<file path="src/rtl/hglobal_pkg.sv">
// Shared constants for the handshake merge blocks: on/off levels, field
// widths, default debounce length and the arbiter FSM state encodings.
package hglobal;

  localparam logic NS_ON  = 1'b1;
  localparam logic NS_OFF = 1'b0;

  localparam int unsigned NS_ADDRESS_SIZE = 4;
  localparam int unsigned NS_DATA_SIZE    = 8;
  localparam int unsigned NS_REDUN_SIZE   = 4;

  localparam int unsigned NS_REQ_CKS      = 4;

  localparam logic [1:0] ST_IDLE   = 2'd0;
  localparam logic [1:0] ST_SEND   = 2'd1;
  localparam logic [1:0] ST_ACK_HI = 2'd2;

  // Counter width able to hold values 0..n-1 (at least one bit).
  function automatic int unsigned cnt_width(input int unsigned n);
    int unsigned w;
    w = (n <= 1) ? 1 : $clog2(n);
    return w;
  endfunction

endpackage

</file>
<file path="src/rtl/hdebouncer_req.sv">
// Request debouncer: the cleaned level follows the raw request only after
// the raw level has been sampled at a new value for CKS consecutive cycles.
module hdebouncer_req
  import hglobal::*;
#(
  parameter int unsigned CKS = NS_REQ_CKS
) (
  input  logic gch_clk,
  input  logic gch_reset,
  input  logic i_req,
  output logic o_ckd_req,
  output logic o_rdy
);

  localparam int unsigned CW = cnt_width(CKS);
  localparam logic [CW-1:0] CNT_LAST = CW'(CKS - 1);

  logic          r_smp;
  logic          r_ckd;
  logic          r_rdy;
  logic [CW-1:0] r_cnt;

  // Sample the raw level, count consecutive differing samples, toggle when full.
  always_ff @(posedge gch_clk or negedge gch_reset) begin
    if (!gch_reset) begin
      r_smp <= NS_OFF;
      r_ckd <= NS_OFF;
      r_rdy <= NS_OFF;
      r_cnt <= '0;
    end else begin
      r_smp <= i_req;
      r_rdy <= NS_ON;
      if (r_smp == r_ckd) begin
        r_cnt <= '0;
      end else if (r_cnt == CNT_LAST) begin
        r_ckd <= r_smp;
        r_cnt <= '0;
      end else begin
        r_cnt <= r_cnt + 1'b1;
      end
    end
  end

  assign o_ckd_req = r_ckd;
  assign o_rdy     = r_rdy;

endmodule

</file>
<file path="src/rtl/hround_robin_merge.sv">
// Two-input four-phase handshake merge with round-robin arbitration.
// Each input request is debounced; the winner's message is registered onto
// the single output channel and its acknowledge is returned once the
// downstream consumer has acknowledged.
module hround_robin_merge
  import hglobal::*;
#(
  parameter int unsigned ASZ         = NS_ADDRESS_SIZE,
  parameter int unsigned DSZ         = NS_DATA_SIZE,
  parameter int unsigned RSZ         = NS_REDUN_SIZE,
  parameter int unsigned RCV_REQ_CKS = NS_REQ_CKS
) (
  input  logic                   gch_clk,
  input  logic                   gch_reset,
  output logic                   gch_ready,

  input  logic                   rcv0_req,
  output logic                   rcv0_ack,
  input  logic [ASZ+DSZ+RSZ-1:0] rcv0_data,

  input  logic                   rcv1_req,
  output logic                   rcv1_ack,
  input  logic [ASZ+DSZ+RSZ-1:0] rcv1_data,

  output logic                   snd0_req,
  input  logic                   snd0_ack,
  output logic [ASZ+DSZ+RSZ-1:0] snd0_data
);

  localparam int unsigned MSZ = ASZ + DSZ + RSZ;

  logic [1:0]     w_ckd;
  logic [1:0]     w_rdy;
  logic           w_win;
  logic           w_win_ckd;

  logic [1:0]     r_state;
  logic           rg_rdy;
  logic           rg_pri;
  logic           r_win;
  logic           r_snd_req;
  logic [1:0]     r_ack;
  logic [MSZ-1:0] r_snd_data;

  hdebouncer_req #(.CKS(RCV_REQ_CKS)) u_deb0 (
    .gch_clk   (gch_clk),
    .gch_reset (gch_reset),
    .i_req     (rcv0_req),
    .o_ckd_req (w_ckd[0]),
    .o_rdy     (w_rdy[0])
  );

  hdebouncer_req #(.CKS(RCV_REQ_CKS)) u_deb1 (
    .gch_clk   (gch_clk),
    .gch_reset (gch_reset),
    .i_req     (rcv1_req),
    .o_ckd_req (w_ckd[1]),
    .o_rdy     (w_rdy[1])
  );

  // Arbitration: a lone requester wins; on a tie the priority pointer decides.
  always_comb begin
    w_win     = (w_ckd[0] && w_ckd[1]) ? rg_pri : w_ckd[1];
    w_win_ckd = r_win ? w_ckd[1] : w_ckd[0];
  end

  // Block-level ready flag, set on the first edge after reset release.
  always_ff @(posedge gch_clk or negedge gch_reset) begin
    if (!gch_reset) begin
      rg_rdy <= NS_OFF;
    end else begin
      rg_rdy <= NS_ON;
    end
  end

  // Transfer FSM: grant and latch, wait for downstream ack, then wait for
  // the winner to release its request before handing priority over.
  always_ff @(posedge gch_clk or negedge gch_reset) begin
    if (!gch_reset) begin
      r_state    <= ST_IDLE;
      rg_pri     <= NS_OFF;
      r_win      <= NS_OFF;
      r_snd_req  <= NS_OFF;
      r_ack      <= '0;
      r_snd_data <= '0;
    end else begin
      case (r_state)
        ST_IDLE: begin
          if (rg_rdy && (w_ckd[0] || w_ckd[1])) begin
            r_win      <= w_win;
            r_snd_data <= w_win ? rcv1_data : rcv0_data;
            r_snd_req  <= NS_ON;
            r_state    <= ST_SEND;
          end
        end
        ST_SEND: begin
          if (snd0_ack) begin
            r_snd_req    <= NS_OFF;
            r_ack[r_win] <= NS_ON;
            r_state      <= ST_ACK_HI;
          end
        end
        ST_ACK_HI: begin
          if (!w_win_ckd && !snd0_ack) begin
            r_ack   <= '0;
            rg_pri  <= ~r_win;
            r_state <= ST_IDLE;
          end
        end
        default: begin
          r_snd_req <= NS_OFF;
          r_ack     <= '0;
          r_state   <= ST_IDLE;
        end
      endcase
    end
  end

  // Only one input may ever be acknowledged at a time.
  a_one_ack : assert property (@(posedge gch_clk) disable iff (!gch_reset)
                               !(r_ack[0] && r_ack[1]));

  assign gch_ready = rg_rdy & w_rdy[0] & w_rdy[1];
  assign snd0_req  = r_snd_req;
  assign snd0_data = r_snd_data;
  assign rcv0_ack  = r_ack[0];
  assign rcv1_ack  = r_ack[1];

endmodule
</file>
<file path="config.mk">
export PLATFORM = sky130hd
export DESIGN_NAME = hround_robin_merge
export DESIGN_NICKNAME = d
export VERILOG_FILES = /design/src/rtl/hglobal_pkg.sv /design/src/rtl/hdebouncer_req.sv /design/src/rtl/hround_robin_merge.sv
export SDC_FILE = /design/constraint.sdc
export NUM_CORES = 1
export LEC_CHECK = 0
export CAP_MARGIN = 20
export CORE_MARGIN = 5
export CORE_UTILIZATION = 40
export DETAILED_ROUTE_END_ITERATION = 7
export DONT_BUFFER_PORTS = 1
export GPL_TIMING_DRIVEN = 0
export HOLD_SLACK_MARGIN = 0.02
export PLACE_DENSITY = 0.65
export SLEW_MARGIN = 10
export SYNTH_ARGS = -nofsm -noshare
export SYNTH_HDL_FRONTEND = slang
export SYNTH_SLANG_ARGS = --single-unit
</file>
<file path="constraint.sdc">
create_clock -name gch_clk -period 4.5 [get_ports gch_clk]
set_clock_uncertainty 0.15 [all_clocks]
set_input_delay 0.9 -clock gch_clk [delete_from_list [all_inputs] [get_ports gch_clk]]
set_output_delay 0.9 -clock gch_clk [all_outputs]
set_load 0.02 [all_outputs]
</file>
==> impl_metrics.ini, run 1 <==
[clock_tree]
cts-htree-levels = 2
post_cts_buffers = 0
clk_pin_slew_ns = 0.06
cts.hold.buffers_added = 0
tritoncts = built
clk_latency_ns = 0.28
ctsLongestPathBuffers = 2
root_buffer = sky130_fd_sc_hd__clkbuf_8
cts.repair.resized = 0
clock-sinks = 32
numCtsBuffers = 5

[synthesis]
async_reset_ff_share_pct = 100.0
synthDominantCellAreaShare_pct = 51.41
postSynth.topFlopCell = sky130_fd_sc_hd__dfrtp_1
syn-instance-count = 152
ys_seq_area_share_pct = 51.41
synth_area_per_cell_um2 = 10.25
netlist_top_cells_area = sky130_fd_sc_hd__dfrtp_1, sky130_fd_sc_hd__a31oi_1, sky130_fd_sc_hd__nand3b_1
synth-seq-cells = 32
syn_area_um2 = 1558
yosysWarnings = 0
yosys.cell_types.count = 31
synth_enable_flop_cells = 0
library_cell_occupying_the_most_area_in_the_post_synthesis_netlist = sky130_fd_sc_hd__dfrtp_1
postSynthNetCount = 191

[layout]
final.fill_count = 352
nNetsFinal = 198
layout_common_cells = sky130_fd_sc_hd__a31oi_1, sky130_fd_sc_hd__dfrtp_1, sky130_fd_sc_hd__o21ai_0, sky130_fd_sc_hd__nand3b_1, sky130_fd_sc_hd__clkbuf_1
multi_input_logic_area_um2 = 658.1
n_antenna_cell = 0
layout.area.seq_um2 = 800.8
area.growth.synth_to_final_pct = 9.639
layout-drive-gt1-share_pct = 10.63
most_common_cell_after_layout_fill_and_taps_aside = sky130_fd_sc_hd__a31oi_1

[floorplanning]
effective_utilization_at_floorplan_pct = 41.92
die_area_um2 = 5242
die_width_um = 72.41
num_io_pins = 57
coreArea_um2 = 3716
die-height_um = 72.41
rows = 22

[worst_setup_path]
end_kind = output port
worstReg2RegStart = r_state[0]
rr_worst_depth = 6
cp_max_fo = 3
cp.required_ns = 3.45
worstSetupPathType = reg -> out
worstSetupStartpointType = register
setup.reg_to_reg.worst_slack_ns = 2.75
critPathArrivalTime_ns = 0.77
path_depth = 0
r2r_end = r_win
startpoint = r_ack[1]

[run]
timing.max_cap.violations = 0

[detailed_routing]
drcViolationCount = 0
detailroute.wirelength.met3_um = 391
route.antenna.remaining_nets = 0
drt-vias-per-instance = 6.139
dr.max_layer_used = met4
detailedRoute.firstIterationViolations = 72
wl_per_cell_um = 20.60
met2_wirelength_um = 2142
detail_route.wirelength_um = 4285
routedLengthMet1_um = 1676
route.vias.total = 1277
tritonroute_pass_1_iters = 4

[run_status]
status = completed

[timing]
tns_ns = 0
final_min_period_over_clock_period_pct = 40.49
maxSlewViolCount = 0
achievable-frequency_ghz = 0.5488
finalWorstPathRequiredPeriod_ns = 1.822
fin_worst_hold_slack_ns = 0.1547
hold_viol_final = 0
grt_setup_unrepaired = false
final-setup-viol-count = 0

[place]
place.gp.congestion = 0.8706
buffer_ports.inserted = 0
detailedPlacementHpwl_um = 3138

[pwr]
leakagePower_nw = 0.6719
cellPowerDensity_nw_per_um2 = 756.9
net-switching-power_w = 0.0005637
power_report.internal_total_w = 0.0007289
vdd_ir_drop_max_mv = 0.2519
sw_frac_of_total_pct = 43.61
power.clock.fraction_pct = 17.4
combinationalPowerShare_pct = 36.2
share_seq_of_total_power_pct = 46.4

[grt]
grt-ovfl-total = 0
largest_net_degree_at_the_start_of_global_routing = 33
grt.total_usage_pct = 16.83
first_global_vias = 1326
global_route_wire_length_before_repair_um = 6755
grt_antenna_before_repair = 0

[min_path]
holdCritPathClass = in -> async
## cell families (layout without fill, tap and decap cells)
group | Yosys count | count (layout) | share of synthesized area [%]
AOI/OAI and AO/OA | 60 | 60 | 22.65
and+or+nand+nor | 33 | 33 | 14.22
DFF | 32 | 32 | 51.41
buffers and inverters | 19 | 27 | 6.345
muxes | 3 | 3 | 2.409
adders and majority gates | 2 | 2 | 1.606
xor gates and xnor gates | 2 | 2 | 1.125
other | 1 | 1 | 0.2407
## flip-flops by register name (all words and copies together) (netlist names)
| register | cells |
|---|---|
| u_deb1.r_smp | 1 |
| u_deb1.r_cnt | 2 |
| snd0_data | 16 |
| u_deb0.r_smp | 1 |
| snd0_req | 1 |
| u_deb1.o_rdy | 1 |
| r_ack | 2 |
| rg_pri | 1 |
| u_deb1.o_ckd_req | 1 |
| u_deb0.r_cnt | 2 |
| u_deb0.o_ckd_req | 1 |
| r_state | 2 |
| r_win | 1 |
## stage by stage
step	worst slack [ns]	instances	utilization (%)	instance area, um^2	total power, W
final	2.678	208	45.96	1708	0.001293
after detailed placement	2.743	200	43.54	1618	0.001076
after CTS	2.665	208	45.96	1708	0.001303
after global routing	2.640	208	45.96	1708	0.001384
after floorplan	2.885	152	-	1558	0.0009400
after global placement	2.781	200	43.54	1618	0.001035
## Yosys cell counts (3+ instances only)
master                     number
sky130_fd_sc_hd__buf_6          3
sky130_fd_sc_hd__inv_1          4
sky130_fd_sc_hd__o21ai_0       21
sky130_fd_sc_hd__nor2b_1        3
sky130_fd_sc_hd__clkbuf_1       8
sky130_fd_sc_hd__nor2_1         4
sky130_fd_sc_hd__nand3b_1      16
sky130_fd_sc_hd__a31oi_1       33
sky130_fd_sc_hd__dfrtp_1       32
sky130_fd_sc_hd__buf_2          4
## worst reg2reg max path, cell delays in order (launching register included)
cell,delay [ns]
sky130_fd_sc_hd__dfrtp_1,0.35
sky130_fd_sc_hd__buf_2,0.17
sky130_fd_sc_hd__nor2b_1,0.11
sky130_fd_sc_hd__buf_2,0.23
sky130_fd_sc_hd__and3_4,0.21
sky130_fd_sc_hd__buf_6,0.13
sky130_fd_sc_hd__mux2_4,0.29
## cell type report
cell class	instances	area share, %
sequential	32	46.89
clock buffer	8	5.275
multi-input combinational	101	38.53
inverter	4	0.8791
tap	48	3.516
buffer	15	4.908
## per-layer routing
layer / vias to the layer above / GRT usage, %
li1: 575 / -
met1: 634 / 19.67
met2: 59 / 28.11
met3: 9 / 6.094
met4: 0 / 6.557
met5: - / 0
## power by group through the flow
| stage | logic (W) | registers [W] | clock network (W) |
|---|---|---|---|
| 2_1_floorplan | 0.000366 | 0.000574 | 0 |
| 6_report | 0.000468 | 0.000600 | 0.000225 |
| 5_1_grt | 0.000526 | 0.000615 | 0.000243 |
| 4_1_cts | 0.000469 | 0.000603 | 0.000231 |
| 3_3_place_gp | 0.000432 | 0.000602 | 0 |
| 3_5_place_dp | 0.000468 | 0.000609 | 0 |
## worst max path at each step
stage | to | slack (ns)
2_1_floorplan | r_win | 2.88
3_3_place_gp | r_win | 2.78
3_5_place_dp | r_win | 2.74
4_1_cts | rcv1_ack | 2.67
5_1_grt | rcv1_ack | 2.64
6_report | rcv1_ack | 2.68
Power figures use the tool's default switching activity.
==> run 2: changes to the inputs <==
clock period = 1.8 ns   (was 4.5 ns; I/O delays follow)
==> run 2 against run 1 <==
Die area stayed put. Critical path depth increased by 5. Sequential power grew to 2.5 times the previous value. Wire length decreased by 0.51%.
==> impl_metrics.ini, run 2 (synthesized netlist as in run 1, its figures left out) <==
[run_status]
status = completed

[worst_setup_path]
cp_max_fo = 10
critical_path.cell_chain = or2_1 > buf_6 > and3_4 > buf_6 > mux2_4
critical-path-slowest-cell = sky130_fd_sc_hd__dfrtp_1
cp.required_ns = 1.82
worstSetupPathType = reg -> reg
end_kind = register
cell_type_with_the_highest_occurrence_count_on_the_critical_path = sky130_fd_sc_hd__buf_6
slowest_delay_ns = 0.44
worstSetupStartpointType = register
critPathArrivalTime_ns = 1.72

[layout]
layout_common_cells = sky130_fd_sc_hd__a31oi_1, sky130_fd_sc_hd__dfrtp_1, sky130_fd_sc_hd__o21ai_0, sky130_fd_sc_hd__nand3b_1, sky130_fd_sc_hd__clkbuf_1
most_common_cell_after_layout_fill_and_taps_aside = sky130_fd_sc_hd__a31oi_1
nNetsFinal = 202
n_antenna_cell = 0
postLayoutCellArea_um2 = 1762
max_ffs_per_register = 16
area.growth.synth_to_final_pct = 13.09
final_cells = 212
layout-drive-gt1-share_pct = 11.59

[timing]
final-setup-viol-count = 0
maxSlewViolCount = 0
grt_setup_unrepaired = false
tns_ns = 0
hold_viol_final = 0
fin_worst_hold_slack_ns = 0.06400
finalWorstPathRequiredPeriod_ns = 1.695
achievable-frequency_ghz = 0.5901
final_min_period_over_clock_period_pct = 94.14

[clock_tree]
clk_pin_slew_ns = 0.06
cts-htree-levels = 2
post_cts_buffers = 0
ctsLongestPathBuffers = 2
clk_latency_ns = 0.28
clock-sinks = 32
tritoncts = built
root_buffer = sky130_fd_sc_hd__clkbuf_8
numCtsBuffers = 5

[grt]
global_route_wire_length_before_repair_um = 6748
grt-ovfl-total = 0
grt.total_usage_pct = 16.83
grt_antenna_before_repair = 0
largest_net_degree_at_the_start_of_global_routing = 33
first_global_vias = 1332

[detailed_routing]
wl_per_cell_um = 20.11
tritonroute_pass_1_iters = 4
route.vias.total = 1286
drcViolationCount = 0
route.antenna.remaining_nets = 0
drt-vias-per-instance = 6.066
detailedRoute.firstIterationViolations = 73
detail_route.wirelength_um = 4263

[floorplanning]
effective_utilization_at_floorplan_pct = 41.92
die_area_um2 = 5242
die-height_um = 72.41
die_width_um = 72.41
coreArea_um2 = 3716
rows = 22
num_io_pins = 57

[pwr]
power.clock.fraction_pct = 17.4
leakagePower_nw = 0.6973
net-switching-power_w = 0.001425
cellPowerDensity_nw_per_um2 = 1852
combinationalPowerShare_pct = 36.8
power_report.internal_total_w = 0.001838
share_seq_of_total_power_pct = 45.9
vdd_ir_drop_max_mv = 0.6304
finalPower_w = 0.003263
sw_frac_of_total_pct = 43.68

[place]
detailedPlacementHpwl_um = 3138
place.gp.congestion = 0.8706
place_area_um2 = 1618
number_of_cells_after_detailed_placement = 200
buffer_ports.inserted = 0

[min_path]
holdCritPathClass = in -> reg

[run]
timing.max_cap.violations = 0
==> run 2: changes by cell type in the layout (fill, tap and decap cells not counted), sizes merged <==
cell and delta:
buf +1, dlygate4sd3 +3
==> run 2: final timing paths <==
kind	start	endpoint	slack [ns]	cells past startpoint
worst min register to register	u_deb1.r_cnt[0]	u_deb1.r_cnt[0]	0.28	1
worst min-delay path	snd0_ack	rg_pri	0.06	2
worst max register to register	u_deb0.o_ckd_req	r_win	0.11	5
min in group asynchronous	gch_reset	u_deb0.o_ckd_req	0.37	2
max in group asynchronous	gch_reset	snd0_data[10]	0.96	2
worst max-delay path	u_deb0.o_ckd_req	r_win	0.11	5
==> run 2: area by class of cell <==
class                   count  area, um^2
fillers                   350        1954
well taps                  48       60.06
plain buffers              15       87.58
inverters                   4       15.01
repair buffers              4       50.05
clock buffers               8       90.09
multi-input cells         101       658.1
flip-flops and latches     32       800.8
==> run 2: power by group through the flow <==
| stage | sequential [W] | clock [W] | combinational [W] |
|---|---|---|---|
| global route | 0.00154 | 0.000608 | 0.00135 |
| finish | 0.00150 | 0.000567 | 0.00120 |
| floorplan | 0.00143 | 0 | 0.000915 |
| global placement | 0.00151 | 0 | 0.00108 |
| detailed placement | 0.00152 | 0 | 0.00117 |
| CTS | 0.00151 | 0.000577 | 0.00120 |
==> run 2: worst max-delay path, delay by kind of cell, from the launching register on <==
family | cells | cell delay, ns
muxes | 1 | 0.29
DFF | 1 | 0.44
and+or+nand+nor | 2 | 0.43
buffers and inverters | 2 | 0.27
==> run 2: per-stage QoR <==
| step | worst slack [ns] | utilization [%] |
|---|---|---|
| floorplan | 0.1847 | - |
| global placement | 0.08094 | 43.54 |
| detailed placement | 0.04316 | 43.54 |
| CTS | 0.03698 | 47.31 |
| global route | 0.02203 | 47.41 |
| finish | 0.1054 | 47.41 |
==> run 2: per-layer routing <==
layer  global-route usage (%)  vias to the layer above  wire, um
met4                    6.557                        0        76
met5                        0                        -         0
met2                    28.11                       56      2116
met1                    19.76                      633      1691
met3                    5.956                        9       379
li1                         -                      588         -
==> run 2: timing repair <==
item                                    in CTS  in global routing
endpoints found under the setup margin       0                  6
resized for setup                            0                  4
hold endpoints to repair                    34                  0
hold buffers                                 4                  0
